==> src/rtl/mez_pkg.sv <==
// Shared types and constants for the mezzanine IDE/FPU bus controller.
package mez_pkg;

    typedef enum logic [2:0] {
        StIdle,
        StSetup,
        StStrobe,
        StAck,
        StRecov
    } ide_state_e;

    localparam logic [1:0] DSACK_16   = 2'b01;
    localparam logic [1:0] DSACK_8    = 2'b10;
    localparam logic [1:0] DSACK_NONE = 2'b11;

    localparam logic [1:0] FC_CPU = 2'b11;

    function automatic int unsigned max3(input int unsigned a, input int unsigned b,
                                         input int unsigned c);
        int unsigned m;
        m = (a > b) ? a : b;
        return (m > c) ? m : c;
    endfunction

endpackage

==> src/rtl/mez_bus_watchdog.sv <==
// Bus-timeout watchdog: counts consecutive unclaimed nAS-low cycles and pulses on expiry.
module mez_bus_watchdog
    import mez_pkg::*;
#(
    parameter int unsigned TIMEOUT_CYC = 128
) (
    input  logic       clk,
    input  logic       rst,
    input  logic       as_n,
    input  logic [1:0] dsack_n,
    input  logic       berr_active,
    output logic       expired
);

    localparam int unsigned CntW = $clog2(TIMEOUT_CYC + 1);

    logic [CntW-1:0] cnt_q, cnt_d;

    always_comb begin
        cnt_d   = cnt_q;
        expired = 1'b0;
        // A claimed cycle (any DSACK bit low) restarts the consecutive count.
        if (as_n || (dsack_n != DSACK_NONE)) begin
            cnt_d = '0;
        end else if (!berr_active) begin
            cnt_d   = cnt_q + 1'b1;
            expired = (cnt_q == CntW'(TIMEOUT_CYC - 1));
        end
    end

    always_ff @(posedge clk) begin
        if (rst) begin
            cnt_q <= '0;
        end else begin
            cnt_q <= cnt_d;
        end
    end

endmodule

==> src/rtl/mez_ide_bus_ctl.sv <==
// 68030-to-IDE PIO cycle controller with FPU chip select and bus-error generation.
// Optional bus-timeout watchdog enabled by defining MEZ_BUS_WATCHDOG_EN.
module mez_ide_bus_ctl
    import mez_pkg::*;
#(
    parameter int unsigned SETUP_CYC   = 2,
    parameter int unsigned STROBE_CYC  = 6,
    parameter int unsigned RECOV_CYC   = 2,
    parameter int unsigned TIMEOUT_CYC = 128,
    parameter logic [6:0]  FPU_SEL     = 7'b0010001
) (
    input  logic       sysClk,
    input  logic       sysReset,
    input  logic       nAS,
    input  logic       nDS,
    input  logic       RnW,
    input  logic [1:0] cpuFC,
    input  logic [6:0] addrSel,
    input  logic       nIdeCE,
    input  logic       nIdeIO16,
    input  logic       nFpuSense,
    input  logic [1:0] nDsackIn,
    output logic       nIORd,
    output logic       nIOWr,
    output logic       nIdeCS1,
    output logic       nIdeCS3,
    output logic       nIdeBufEn,
    output logic [1:0] nDsackOut,
    output logic       dsackOe,
    output logic       berrOe,
    output logic       nFpuCE
);

    localparam int unsigned MaxCyc = max3(SETUP_CYC, STROBE_CYC, RECOV_CYC);
    localparam int unsigned CntW   = $clog2(MaxCyc + 1);

    localparam logic [CntW-1:0] SetupLd  = CntW'(SETUP_CYC - 1);
    localparam logic [CntW-1:0] StrobeLd = CntW'(STROBE_CYC - 1);
    localparam logic [CntW-1:0] RecovLd  = CntW'(RECOV_CYC - 1);

    ide_state_e      state_q, state_d;
    logic [CntW-1:0] cnt_q, cnt_d;
    logic            cs3_q, cs3_d;
    logic            rnw_q, rnw_d;
    logic            io16_n_q, io16_n_d;
    logic            fpu_ce_n_q;
    logic            berr_q;
    logic            wd_expired;

    logic fpu_hit;
    logic ide_start;

    assign fpu_hit   = !nAS && (cpuFC == FC_CPU) && (addrSel == FPU_SEL);
    assign ide_start = !nAS && !nIdeCE && (cpuFC != FC_CPU) && !fpu_hit;

    always_comb begin
        state_d  = state_q;
        cnt_d    = cnt_q;
        cs3_d    = cs3_q;
        rnw_d    = rnw_q;
        io16_n_d = io16_n_q;
        unique case (state_q)
            StIdle: begin
                if (ide_start) begin
                    state_d = StSetup;
                    cnt_d   = SetupLd;
                    cs3_d   = addrSel[0];
                    rnw_d   = RnW;
                end
            end
            StSetup: begin
                if (nAS) begin
                    state_d = StRecov;
                    cnt_d   = RecovLd;
                end else if (cnt_q == '0) begin
                    state_d  = StStrobe;
                    cnt_d    = StrobeLd;
                    io16_n_d = nIdeIO16;
                end else begin
                    cnt_d = cnt_q - 1'b1;
                end
            end
            StStrobe: begin
                if (nAS) begin
                    state_d = StRecov;
                    cnt_d   = RecovLd;
                end else if (cnt_q == '0) begin
                    state_d = StAck;
                end else begin
                    cnt_d = cnt_q - 1'b1;
                end
            end
            StAck: begin
                if (nAS) begin
                    state_d = StRecov;
                    cnt_d   = RecovLd;
                end
            end
            StRecov: begin
                if (cnt_q == '0) begin
                    state_d = StIdle;
                end else begin
                    cnt_d = cnt_q - 1'b1;
                end
            end
            default: state_d = StIdle;
        endcase
    end

    always_ff @(posedge sysClk) begin
        if (sysReset) begin
            state_q  <= StIdle;
            cnt_q    <= '0;
            cs3_q    <= 1'b0;
            rnw_q    <= 1'b1;
            io16_n_q <= 1'b1;
        end else begin
            state_q  <= state_d;
            cnt_q    <= cnt_d;
            cs3_q    <= cs3_d;
            rnw_q    <= rnw_d;
            io16_n_q <= io16_n_d;
        end
    end

    // Outputs decode purely from registered state, so they change only on clock edges.
    always_comb begin
        logic active;
        logic strobe;
        active    = (state_q != StIdle);
        strobe    = (state_q == StStrobe) || (state_q == StAck);
        nIdeCS1   = !(active && !cs3_q);
        nIdeCS3   = !(active && cs3_q);
        nIdeBufEn = !active;
        nIORd     = !(strobe && rnw_q);
        nIOWr     = !(strobe && !rnw_q);
        dsackOe   = (state_q == StAck);
        nDsackOut = DSACK_NONE;
        if (state_q == StAck) begin
            nDsackOut = io16_n_q ? DSACK_8 : DSACK_16;
        end
    end

    always_ff @(posedge sysClk) begin
        if (sysReset) begin
            fpu_ce_n_q <= 1'b1;
            berr_q     <= 1'b0;
        end else if (nAS) begin
            fpu_ce_n_q <= 1'b1;
            berr_q     <= 1'b0;
        end else begin
            if (fpu_hit) begin
                fpu_ce_n_q <= 1'b0;
            end
            if ((fpu_hit && nFpuSense) || wd_expired) begin
                berr_q <= 1'b1;
            end
        end
    end

    assign nFpuCE = fpu_ce_n_q;
    assign berrOe = berr_q;

    logic unused_in;
`ifdef MEZ_BUS_WATCHDOG_EN
    mez_bus_watchdog #(
        .TIMEOUT_CYC (TIMEOUT_CYC)
    ) u_watchdog (
        .clk         (sysClk),
        .rst         (sysReset),
        .as_n        (nAS),
        .dsack_n     (nDsackIn),
        .berr_active (berr_q),
        .expired     (wd_expired)
    );
    assign unused_in = nDS;
`else
    assign wd_expired = 1'b0;
    assign unused_in  = ^{nDS, nDsackIn, TIMEOUT_CYC[0]};
`endif

endmodule

==> config.mk <==
export PLATFORM = sky130hd
export DESIGN_NAME = mez_ide_bus_ctl
export DESIGN_NICKNAME = d
export VERILOG_FILES = /design/src/rtl/mez_pkg.sv /design/src/rtl/mez_bus_watchdog.sv /design/src/rtl/mez_ide_bus_ctl.sv
export SDC_FILE = /design/constraint.sdc
export NUM_CORES = 1
export LEC_CHECK = 0
export CORE_ASPECT_RATIO = 1.75
export CORE_MARGIN = 1.5
export CORE_UTILIZATION = 30
export CTS_CLUSTER_DIAMETER = 120
export DETAILED_ROUTE_END_ITERATION = 8
export GPL_ROUTABILITY_DRIVEN = 0
export SETUP_SLACK_MARGIN = 0.05
export SKIP_CTS_REPAIR_TIMING = 1
export SLEW_MARGIN = 15
export SYNTH_ARGS = -nofsm -noshare
export SYNTH_HDL_FRONTEND = slang
export SYNTH_HIERARCHICAL = 1
export SYNTH_SLANG_ARGS = --single-unit
==> constraint.sdc <==
create_clock -name sysClk -period 1.85 [get_ports sysClk]
set_input_delay 0.37 -clock sysClk [delete_from_list [all_inputs] [get_ports sysClk]]
set_output_delay 0.37 -clock sysClk [all_outputs]
set_load 0.005 [all_outputs]
* After elaboration in Yosys (flattened, before gate mapping)
Cells that the tools add are included.
** Operators by class
- Add/sub/neg operators :: 1
- Equal/unequal tests :: 12
- Multiplexer cells :: 16
- Bitwise operators :: 1
- Reductions and logical operators :: 30
** Operators by type and width (number)
- 2-to-1 mux 3 bit :: 12
- one-hot mux 3 bit (5 select lines) :: 2
- logical AND 1 bit :: 10
- logical NOT 1 bit :: 10
- != test 2 bit (second input constant) :: 4
- equality test 7 x 5 -> 1 bit (second input constant) :: 1
- equality test 3 x 2 -> 1 bit (second input constant) :: 2
- logical NOT 3 bit :: 2
- != test 3 bit (second input constant) :: 2
- AND reduction 3 bit :: 2
- AND reduction 5 bit :: 1
- nonzero test 5 bit :: 1
- 2-to-1 mux 2 bit :: 2
- equality test 3 x 1 -> 1 bit (second input constant) :: 1
- equality test 3 bit (second input constant) :: 1
- nonzero test 3 bit :: 1
- subtractor 3 x 1 -> 3 bit (second input constant) :: 1
- equality test 2 bit (second input constant) :: 1
- AND reduction 2 bit :: 1
- OR reduction 2 bit :: 1
- logical OR 1 bit :: 1
- NOT 1 bit :: 1
** Storage, ports and cells
- Bits in registers :: 11
- Input port bits :: 19

* Depth between registers and ports, before layout
- Depth after elaboration :: 7
- Mapped depth :: 9

* Worst setup path after synthesis
No wires, ideal clock.
- Kind :: reg2reg
- Start point :: reg cnt_q[0]
- End point :: reg cnt_q[0]
- Library setup time :: 0.103 ns
- Arrival :: 1.722 ns
- Data required time :: 1.747 ns
- Path slack :: 0.025 ns
- Cell stages (with the launch flop) :: 10
- Buffers on the path :: 0
- Cells stage by stage :: dfxtp_1 -> inv_1 -> ha_1 -> nor2b_1 -> inv_1 -> ha_1 -> nor2_1 -> nand2_1 -> o21ai_0 -> a2111oi_2
** On the way
- Cells in the longest elaborated chain, start to end :: 4
- Elaborated cells on any way between the ends :: 7
** RTL lines
- from (decl) :: line mez_ide_bus_ctl.sv:42 : logic [CntW-1:0] cnt_q, cnt_d;
- from (signal assigned) :: line mez_ide_bus_ctl.sv:119 : cnt_q <= cnt_d;
- subtractor 3 x 1 -> 3 bit / logical NOT 3 bit (equally long branches)
- 2-to-1 mux 3 bit (on tied branches) :: line mez_ide_bus_ctl.sv:87, mez_ide_bus_ctl.sv:100, mez_ide_bus_ctl.sv:75
- 2-to-1 mux 3 bit (on tied branches) :: line mez_ide_bus_ctl.sv:84, mez_ide_bus_ctl.sv:72
- one-hot mux 3 bit (5 select lines) * :: line mez_ide_bus_ctl.sv:62 : unique case (state_q)
Mark *: on every way between the ends. The rest lies on a longest branch, timed or not.
A chain may end at the register's enable or synchronous reset.

* Final worst setup path
- Start point :: reg state_q[0]
- End point :: out nIdeCS1
** On the way
- Cells in the longest elaborated chain, start to end :: 3
** RTL lines
- from (decl) :: line mez_ide_bus_ctl.sv:41 : ide_state_e state_q, state_d;
- from (signal assigned) :: line mez_ide_bus_ctl.sv:112 : state_q <= StIdle;
- from (signal assigned) :: line mez_ide_bus_ctl.sv:118 : state_q <= state_d;
- nonzero test 3 bit :: line mez_ide_bus_ctl.sv:130 : active = (state_q != StIdle);
- logical AND 1 bit :: line mez_ide_bus_ctl.sv:132 : nIdeCS1 = !(active && !cs3_q);
- logical NOT 1 bit :: line mez_ide_bus_ctl.sv:132
- to (decl) :: line mez_ide_bus_ctl.sv:25 : output logic nIdeCS1,
No other way between the ends.

==> flow_summary.ini <==
[clocking]
cts_buffers = 3
cts_tree = yes
cts_htree_levels = 1
root_buffer = clkbuf_8
cts_max_path_buffers = 2
path_clk_slew_ps = 50
cts_sinks = 11
insertion_delay_ps = 240

[timing]
finalHoldViolations = 0
fin_skew_ps = 4.43
finalSetupTns_ps = 0
maxSlewHeadroom_pct = 66.0
setup_viol = 0
min_period_ps = 1830
whs_ps = 466
rsz0062_at_grt = yes
final_max_slew_viol_count = 0
worst_slew_pin_slew_ps = 508
min_period_over_period_pct = 98.9
max_freq_mhz = 546

[synthesis]
synthFlopType = dfxtp_1
synthArstFlopShare_pct = 0
ys_seq_area_share_pct = 29.9
syn_avg_cell_area_sq_um = 8.57
syn-cell-area_sq_um = 737
synth_area_leader_cell = dfxtp_1
synth-edff-count = 0
yosys_warnings = 6
synth_cells = 86
ys_seq_elements = 11
synth_area_leaders = dfxtp_1, ha_1, nand2b_1
synth_cell_type_count = 33
synth_top_cell_area_share_pct = 29.9
synth_nets = 108

[power_and_ir_drop]
p_int_uw = 532
total_power_uw = 748
p_seq_share_pct = 35.2
p_switching_uw = 216
netSwitchingFraction_pct = 28.9
p_leak_nw = 0.505
irDropWorstVdd_mv = 0.439
clockPowerShare_pct = 33.6
p_per_area_nw_per_um2 = 617
p_comb_share_pct = 31.2

[critical_path]
r2r_cells = 9
critPathCapture = nIdeCS1
arrival_ps = 1460
r2r_end = cnt_q[0]$_SDFFE_PP0P_
path_cells = nor3_4, or2_2, clkdlybuf4s50_1
crit_start = state_q[0]$_SDFFE_PP0P_
critical-path-top-delay-family = buffers and inverters
crit_cells = 3
slowest_delay_ps = 500
crit_slowest_cell = clkdlybuf4s50_1
cp-start-kind = flop
critical_path_buf_inv_count = 1
path_class = flop to output port
reg2reg_slack_ps = 180
r2r_start = cnt_q[0]$_SDFFE_PP0P_
cp-end-kind = output port
crit_required_ps = 1480
crit_fanout = 4

[route]
drt_iter0_drc = 16
wire_per_inst_um = 13.9
vias_per_cell = 5.28
drc_errors = 0
drt_pass1_iterations = 3
wl_um = 2080
route.vias.total = 792
ant_nets = 0

[global_route]
grt_max_degree = 16
grt_pass1_vias = 752
antenna_found_initial = 0
grt_overflow = 0
grt_pass1_wl_um = 3190
grt_use_total_pct = 17.2

[outcome]
status = complete, no violations

[cells_and_area]
drive_gt1_share_pct = 28.0
final_cells = 150
diodes = 0
nFillCells = 246
final_nets = 148
synthToLayoutAreaGrowth_pct = 64.3

[job]
drv_cap = 0

[floorplan]
die_area_sq_um = 2770
core.rowCount = 23
ios = 29
dieWidth_um = 40.5
die_h_um = 68.6
initial_core_util_pct = 32.0
core_area_sq_um = 2300

[placement]
port_buffers = 25
dpl.cell_count = 141
hpwl_um = 1470

[hold_path]
min_path_type = flop to flop
min_path_cells = 1
==> cell type report <==
cell class | count | area (sq um) | area share, %
inverter | 5 | 18.8 | 1.55
multi-input combinational | 65 | 503 | 41.5
timing repair buffer | 40 | 390 | 32.2
clock buffer | 4 | 45.0 | 3.72
sequential | 11 | 223 | 18.4
tap | 25 | 31.3 | 2.58
==> synth_stat cells (2+ instances only) <==
library cell / number
nor2b_1: 4
inv_1: 5
mux2i_1: 3
nand4_1: 2
nor3_1: 5
nand2_1: 5
a211o_1: 2
a21oi_1: 4
nor4_1: 2
nand2b_1: 5
nor3b_1: 2
ha_1: 3
a31oi_1: 2
o21ai_0: 2
clkbuf_1: 4
or2_2: 2
dfxtp_1: 11
nor2_1: 8
==> power groups by stage <==
stage          registers (mW)  logic, mW  clock network (mW)
2_1_floorplan           0.264      0.118                   0
4_1_cts                 0.260      0.216               0.257
6_report                0.263      0.233               0.252
3_3_place_gp            0.264      0.209                   0
5_1_grt                 0.264      0.257               0.266
3_5_place_dp            0.265      0.215                   0
==> how the worst min path moves through the flow <==
stage,start,end
after floorplan,sysReset,cnt_q[0]$_SDFFE_PP0P_
after global placement,nFpuCE$_SDFFE_PP1P_,nFpuCE$_SDFFE_PP1P_
after detailed placement,nFpuCE$_SDFFE_PP1P_,nFpuCE$_SDFFE_PP1P_
after CTS,nFpuCE$_SDFFE_PP1P_,nFpuCE$_SDFFE_PP1P_
after global routing,nFpuCE$_SDFFE_PP1P_,nFpuCE$_SDFFE_PP1P_
final,nFpuCE$_SDFFE_PP1P_,nFpuCE$_SDFFE_PP1P_
==> flip-flops by register name, indices dropped and copies added (netlist names) <==
register  cells
nFpuCE        1
state_q       3
cnt_q         3
rnw_q         1
cs3_q         1
io16_n_q      1
berrOe        1
==> cells in the final DEF (no fill, tap or decap), types with 2 or more instances in the layout <==
cell             synthesis  layout
a21oi_1                  4       3
dfxtp_2                  0       2
nand2b_1                 5       5
nand2_1                  5       5
nand4_1                  2       2
or2_2                    2       2
dfxtp_1                 11       9
mux2i_1                  3       3
buf_4                    0      13
a31oi_1                  2       2
buf_6                    1       2
nor3b_1                  2       2
inv_1                    5       4
a211o_1                  2       2
nor2b_2                  0       3
ha_1                     3       3
dlymetal6s2s_1           0       8
nor4_1                   2       2
clkbuf_8                 0       3
nor2_1                   8       8
clkdlybuf4s50_1          0      17
nor3_1                   5       4
==> per-stage QoR <==
step / area (sq um) / worst slack [ps] / utilization (%)
floorplan: 739 / 113 / -
global placement: 1070 / -187 / 46.5
detailed placement: 1070 / -210 / 46.5
CTS: 1110 / -206 / 48.4
global route: 1210 / -54.3 / 52.6
finish: 1210 / 19.7 / 52.6
==> metal layers <==
layer / share of wire, % / routed length (um) / GRT usage, %
met4: 2.4 / 51 / 11.3
met1: 36 / 743 / 17.0
met2: 58 / 1210 / 30.2
met5: 0 / 0 / 0
met3: 3.7 / 77 / 3.53
==> kinds of logic after synthesis <==
logic type,share of synthesized area (%)
simple gates,30.9
flops,29.9
compound gates,23.9
buf+inv,6.11
mux,4.07
fa+ha+maj,5.09
Power figures use the tool's default switching activity.
